[config.mk]
export PLATFORM = sky130hd
export DESIGN_NAME = nco_channel_sched
export DESIGN_NICKNAME = d
export VERILOG_FILES = /design/src/rtl/nco_channel_sched.sv
export SDC_FILE = /design/constraint.sdc
export NUM_CORES = 1
export LEC_CHECK = 0
export BUFFER_PORTS_ARGS = -buffer_cell sky130_fd_sc_hd__buf_4
export CAP_MARGIN = 10
export CORE_MARGIN = 3
export CORE_UTILIZATION = 59
export DETAILED_ROUTE_END_ITERATION = 12
export GPL_TIMING_DRIVEN = 0
export PLACE_DENSITY = 0.83
export REMOVE_ABC_BUFFERS = 1
export SYNTH_ARGS = -nofsm -noshare
export SYNTH_HDL_FRONTEND = slang
export SYNTH_SLANG_ARGS = --single-unit
[constraint.sdc]
create_clock -name clk -period 3 [get_ports clk]
set_input_delay 0.15 -clock clk [delete_from_list [all_inputs] [get_ports clk]]
set_output_delay 0.15 -clock clk [all_outputs]
set_load 0.01 [all_outputs]
[src/rtl/nco_channel_sched.sv]
// nco_channel_sched: time-shares one pipelined CORDIC between two NCO channels.
// Optional phase dither is enabled by defining NCO_SCHED_DITHER_EN.
module nco_channel_sched #(
    parameter int IW  = 16,
    parameter int OW  = 16,
    parameter int PW  = 24,
    parameter int LAT = 20
) (
    input  logic          clk,
    input  logic          rst_n,
    input  logic          cfg_we,
    input  logic [3:0]    cfg_addr,
    input  logic [7:0]    cfg_wdata,
    output logic          cordic_ce,
    output logic [IW-1:0] cordic_xval,
    output logic [IW-1:0] cordic_yval,
    output logic [PW-1:0] cordic_phase,
    input  logic [OW-1:0] cordic_xo,
    input  logic [OW-1:0] cordic_yo,
    output logic          out_valid,
    input  logic          out_ready,
    output logic          out_chan,
    output logic [OW-1:0] out_x,
    output logic [OW-1:0] out_y
);

    logic [PW-1:0]  acc_q  [2];
    logic [PW-1:0]  acc_d  [2];
    logic [PW-1:0]  freq_q [2];
    logic [PW-1:0]  freq_d [2];
    logic [7:0]     stLo_q [2];
    logic [7:0]     stLo_d [2];
    logic [7:0]     stHi_q [2];
    logic [7:0]     stHi_d [2];
    logic [7:0]     amp_q  [2];
    logic [7:0]     amp_d  [2];
    logic [1:0]     en_q, en_d;
    logic           ptr_q, ptr_d;
    logic           clr;

    logic           issVld_q, issChan_q;
    logic [PW-1:0]  phase_q;
    logic [IW-1:0]  xval_q;
    logic [LAT-1:0] tagVld_q, tagChan_q;

    logic           outValid_q, outChan_q;
    logic [OW-1:0]  outX_q, outY_q;

    logic           advance, issue, issChan;
    logic [PW-1:0]  issPhase;
    logic           unusedBits;

    assign advance    = !outValid_q || out_ready;
    assign unusedBits = &{1'b0, cfg_wdata[7:3]};

`ifdef NCO_SCHED_DITHER_EN
    logic [7:0] lfsr_q;

    always_ff @(posedge clk or negedge rst_n) begin
        if (!rst_n) begin
            lfsr_q <= 8'h01;
        end else if (advance && issue) begin
            lfsr_q <= {lfsr_q[6:0], lfsr_q[7] ^ lfsr_q[5] ^ lfsr_q[4] ^ lfsr_q[3]};
        end
    end

    assign issPhase = acc_q[issChan] + {{(PW-8){1'b0}}, lfsr_q};
`else
    assign issPhase = acc_q[issChan];
`endif

    always_comb begin
        issue   = 1'b1;
        issChan = 1'b0;
        case (en_q)
            2'b11:   issChan = ptr_q;
            2'b10:   issChan = 1'b1;
            2'b01:   issChan = 1'b0;
            default: issue   = 1'b0;
        endcase
        ptr_d = (advance && en_q == 2'b11) ? ~ptr_q : ptr_q;

        en_d = en_q;
        clr  = 1'b0;
        if (cfg_we && cfg_addr == 4'd8) begin
            en_d = cfg_wdata[1:0];
            clr  = cfg_wdata[2];
        end

        // Address bit 2 selects the channel, bits 1:0 the byte within it.
        for (int c = 0; c < 2; c++) begin
            acc_d[c]  = acc_q[c];
            freq_d[c] = freq_q[c];
            stLo_d[c] = stLo_q[c];
            stHi_d[c] = stHi_q[c];
            amp_d[c]  = amp_q[c];
            if (advance && issue && issChan == 1'(c)) begin
                acc_d[c] = acc_q[c] + freq_q[c];
            end
            if (cfg_we && !cfg_addr[3] && cfg_addr[2] == 1'(c)) begin
                case (cfg_addr[1:0])
                    2'd0:    stLo_d[c] = cfg_wdata;
                    2'd1:    stHi_d[c] = cfg_wdata;
                    2'd2:    freq_d[c] = PW'({cfg_wdata, stHi_q[c], stLo_q[c]});
                    default: amp_d[c]  = cfg_wdata;
                endcase
            end
            if (clr) begin
                acc_d[c] = '0;
            end
        end
    end

    always_ff @(posedge clk or negedge rst_n) begin
        if (!rst_n) begin
            for (int c = 0; c < 2; c++) begin
                acc_q[c]  <= '0;
                freq_q[c] <= '0;
                stLo_q[c] <= '0;
                stHi_q[c] <= '0;
                amp_q[c]  <= '0;
            end
            en_q  <= '0;
            ptr_q <= 1'b0;
        end else begin
            for (int c = 0; c < 2; c++) begin
                acc_q[c]  <= acc_d[c];
                freq_q[c] <= freq_d[c];
                stLo_q[c] <= stLo_d[c];
                stHi_q[c] <= stHi_d[c];
                amp_q[c]  <= amp_d[c];
            end
            en_q  <= en_d;
            ptr_q <= ptr_d;
        end
    end

    // The issue tag sits beside the registered CORDIC inputs and enters the
    // tag pipe on the same edge the CORDIC captures those inputs.
    always_ff @(posedge clk or negedge rst_n) begin
        if (!rst_n) begin
            issVld_q  <= 1'b0;
            issChan_q <= 1'b0;
            phase_q   <= '0;
            xval_q    <= '0;
            tagVld_q  <= '0;
            tagChan_q <= '0;
        end else if (advance) begin
            issVld_q  <= issue;
            issChan_q <= issChan;
            phase_q   <= issue ? issPhase : '0;
            xval_q    <= issue ? {amp_q[issChan], {(IW-8){1'b0}}} : '0;
            tagVld_q  <= {tagVld_q[LAT-2:0], issVld_q};
            tagChan_q <= {tagChan_q[LAT-2:0], issChan_q};
        end
    end

    always_ff @(posedge clk or negedge rst_n) begin
        if (!rst_n) begin
            outValid_q <= 1'b0;
            outChan_q  <= 1'b0;
            outX_q     <= '0;
            outY_q     <= '0;
        end else if (advance && tagVld_q[LAT-1]) begin
            outValid_q <= 1'b1;
            outChan_q  <= tagChan_q[LAT-1];
            outX_q     <= cordic_xo;
            outY_q     <= cordic_yo;
        end else if (out_ready) begin
            outValid_q <= 1'b0;
        end
    end

    assign cordic_ce    = advance;
    assign cordic_phase = phase_q;
    assign cordic_xval  = xval_q;
    assign cordic_yval  = '0;
    assign out_valid    = outValid_q;
    assign out_chan     = outChan_q;
    assign out_x        = outX_q;
    assign out_y        = outY_q;

endmodule

==> flow_summary.json <==
{
  "routed_wl_mm": 27.8,
  "leakage_nw": 7.17,
  "core_sq_um": 19800,
  "die_x_microns": 149,
  "crit_chain": "ha_1 -> o21ai_1 -> a21oi_1 -> a2111o_1 -> a21oi_1 -> o21ai_1 -> o41ai_2 -> mux2i_1 -> xnor2_1 -> nor2_1",
  "io_pins": 139,
  "slew-limit-headroom": 0.349,
  "tightest_slew_ps": 973,
  "clk_pin_slew_ps": 60,
  "cts_max_level": 1,
  "layout_common_cells": "nand2_1, dfrtp_1, mux2_2",
  "maxCapViolations": 0,
  "yosysSeqAreaShare": 0.527,
  "synth_area_sq_um": 12100,
  "start_kind": "register",
  "vdd_drop_max_mv": 0.615,
  "diodes": 0,
  "wl_per_cell_microns": 18.0,
  "fin_crit_ps": 2910,
  "max_stage_delay_ps": 430,
  "setup_tns_ps": 0,
  "hpwl_mm": 18.0,
  "synth_edf_count": 0,
  "drcViolationCount": 0,
  "design_area_sq_um": 14600,
  "tritoncts": "yes",
  "ff2ff_path_depth": 10,
  "grt_max_degree": 127,
  "async_reset_ff_frac": 1.00,
  "maxSlewViolCount": 0,
  "endpoint_kind": "register",
  "powerDensity_nw_per_um2": 1010,
  "vias": 8780,
  "grt.overflow.total": 0,
  "syn_area_per_cell_sq_um": 10.8,
  "start_util": 0.612,
  "min_from": "cfg_wdata[7]",
  "layout_commonest_cell": "nand2_1",
  "ys_warn_count": 0,
  "grt_pass1_wl_mm": 44.6,
  "drtIter0Drc": 585,
  "final_nets": 1360,
  "clock_sinks": 255,
  "cp_num_buf_inv": 0,
  "gp_congestion": 0.925,
  "holdWs_ps": 23.7,
  "row_count": 51,
  "yosysUniqueCellTypes": 56,
  "hold_end": "amp_q[7]",
  "clock_latency_ps": 520,
  "cp_top_family": "compound AO/OA/AOI/OAI gates",
  "drive_gt1_frac": 0.246,
  "rsz0062_at_grt": "true",
  "cp.arrival_ps": 3310,
  "grt_pass1_vias": 8750,
  "gr-usage-all-layers": 0.249,
  "cts_made_buffers": 26,
  "vias_per_cell": 5.67,
  "stdcell_count": 1548,
  "worst-setup-path-type": "register to register",
  "io_buffers": 114,
  "placed_area_sq_um": 13300,
  "ys_ff_latch": 255,
  "fin_crit_sh": 0.970,
  "syn_to_final_growth_pct": 20.8,
  "reg2reg_slack_ps": 90,
  "crit_required_ps": 3400,
  "antenna_found_initial": 0,
  "reg2reg_from": "acc_q[35]",
  "final.setup.worst_slack_ps": 89.7,
  "fmax_mhz": 344,
  "synth_ff_type": "dfrtp_1",
  "pre_cts_ws_ps": -420,
  "setup_viol": 0,
  "rr_endpoint": "acc_q[47]",
  "cts_buffer_depth": 3,
  "root_buffer": "clkbuf_16",
  "finClkSkew_ps": 11.4,
  "dieArea_sq_um": 22300,
  "dp_cells": 1461,
  "hold_path.class": "input pin to register",
  "status": "completed",
  "critPathSlowestCell": "a2111o_1",
  "hold_depth": 2,
  "finalHoldViolCount": 0,
  "critPathMaxFanout": 5,
  "first_pass_iters": 7,
  "die_h_microns": 149,
  "drtAntennaViolNets": 0,
  "syn_inst": 1118
}
state kept, by name, indices dropped and copies added, names as in the netlist, 2 cells and up:
signal        count
stHi_q           16
tagVld_q         20
out_y            16
stLo_q           16
amp_q            16
en_q              2
out_x            16
cordic_xval       8
acc_q            48
freq_q           48
cordic_phase     24
tagChan_q        20
layer usage:
| metal | vias up | global-route usage | routed length [microns] |
|---|---|---|---|
| met2 | 287 | 0.437 | 13700 |
| met5 | - | 0 | 0 |
| met4 | 0 | 0.0659 | 742 |
| met1 | 4325 | 0.331 | 11900 |
| li1 | 4108 | - | - |
| met3 | 60 | 0.0307 | 1440 |
cells in the mapped netlist, types with 9 or more instances:
cell type  count  area (sq um)
nand2_1      265           995
dfrtp_1      255          6380
mux2_2       116          1310
a21oi_1       71           355
o21ai_0       48           240
ha_1          46           576
clkbuf_1      38           143
mux2i_1       33           330
nor2_1        30           113
xnor2_1       25           219
buf_4         24           180
a21o_1        19           143
xor2_1        17           149
a211oi_1      11          82.6
mux2_1        11           124
nand2b_1       9          56.3
o21ai_1        9          45.0
worst max path at each step:
stage	start	endpoint	slack (ps)	cells past startpoint
CTS	acc_q[0]	acc_q[22]	1	11
global placement	out_valid	acc_q[47]	-7210	8
detailed placement	out_valid	acc_q[33]	-420	6
global route	acc_q[0]	acc_q[22]	-70	12
finish	acc_q[35]	acc_q[47]	90	10
floorplan	out_valid	acc_q[47]	-3110	8
through the flow:
step	total power, mW	utilization
floorplan	9.37	-
global placement	11.0	0.658
detailed placement	11.4	0.672
CTS	14.6	0.734
global route	15.7	0.739
finish	14.7	0.739
cell families after synthesis:
logic type,Yosys count,synth area share
compound gates,189,0.0939
fa+ha+maj,48,0.0509
xor+xnor,42,0.0304
flops,255,0.527
other cells,1,0.000310
buf+inv,77,0.0313
mux,160,0.146
simple gates,346,0.120
what timing repair did:
| action | 4_1_cts | 5_1_grt |
|---|---|---|
| hold endpoints to repair | 297 | 0 |
| gates cloned | 1 | 0 |
| gates resized for setup | 4 | 13 |
| endpoints found under the setup margin | 59 | 7 |
| hold buffers | 37 | 0 |
| pin swaps | 1 | 3 |
| buffers inserted | 0 | 1 |
power breakdown:
part	switching (mW)	internal, mW
combinational	3.09	2.81
sequential	0.930	4.76
clock	1.27	1.85
worst register-to-register path, cell delays in order, from the launching register on:
cell      delay [ps]
dfrtp_1          420
ha_1             380
o21ai_1          210
a21oi_1          150
a2111o_1         430
a21oi_1          260
o21ai_1          180
o41ai_2          290
mux2i_1          280
xnor2_1          140
nor2_1            50
cell type report:
cell class / count / area, sq um
sequential: 255 / 6380
inverter: 8 / 32.5
clock buffer: 38 / 767
multi-input combinational: 810 / 5570
clock inverter: 9 / 70.1
fill: 1318 / 5170
timing repair buffer: 163 / 1460
tap: 265 / 332
(Power assumes the default switching activity.)
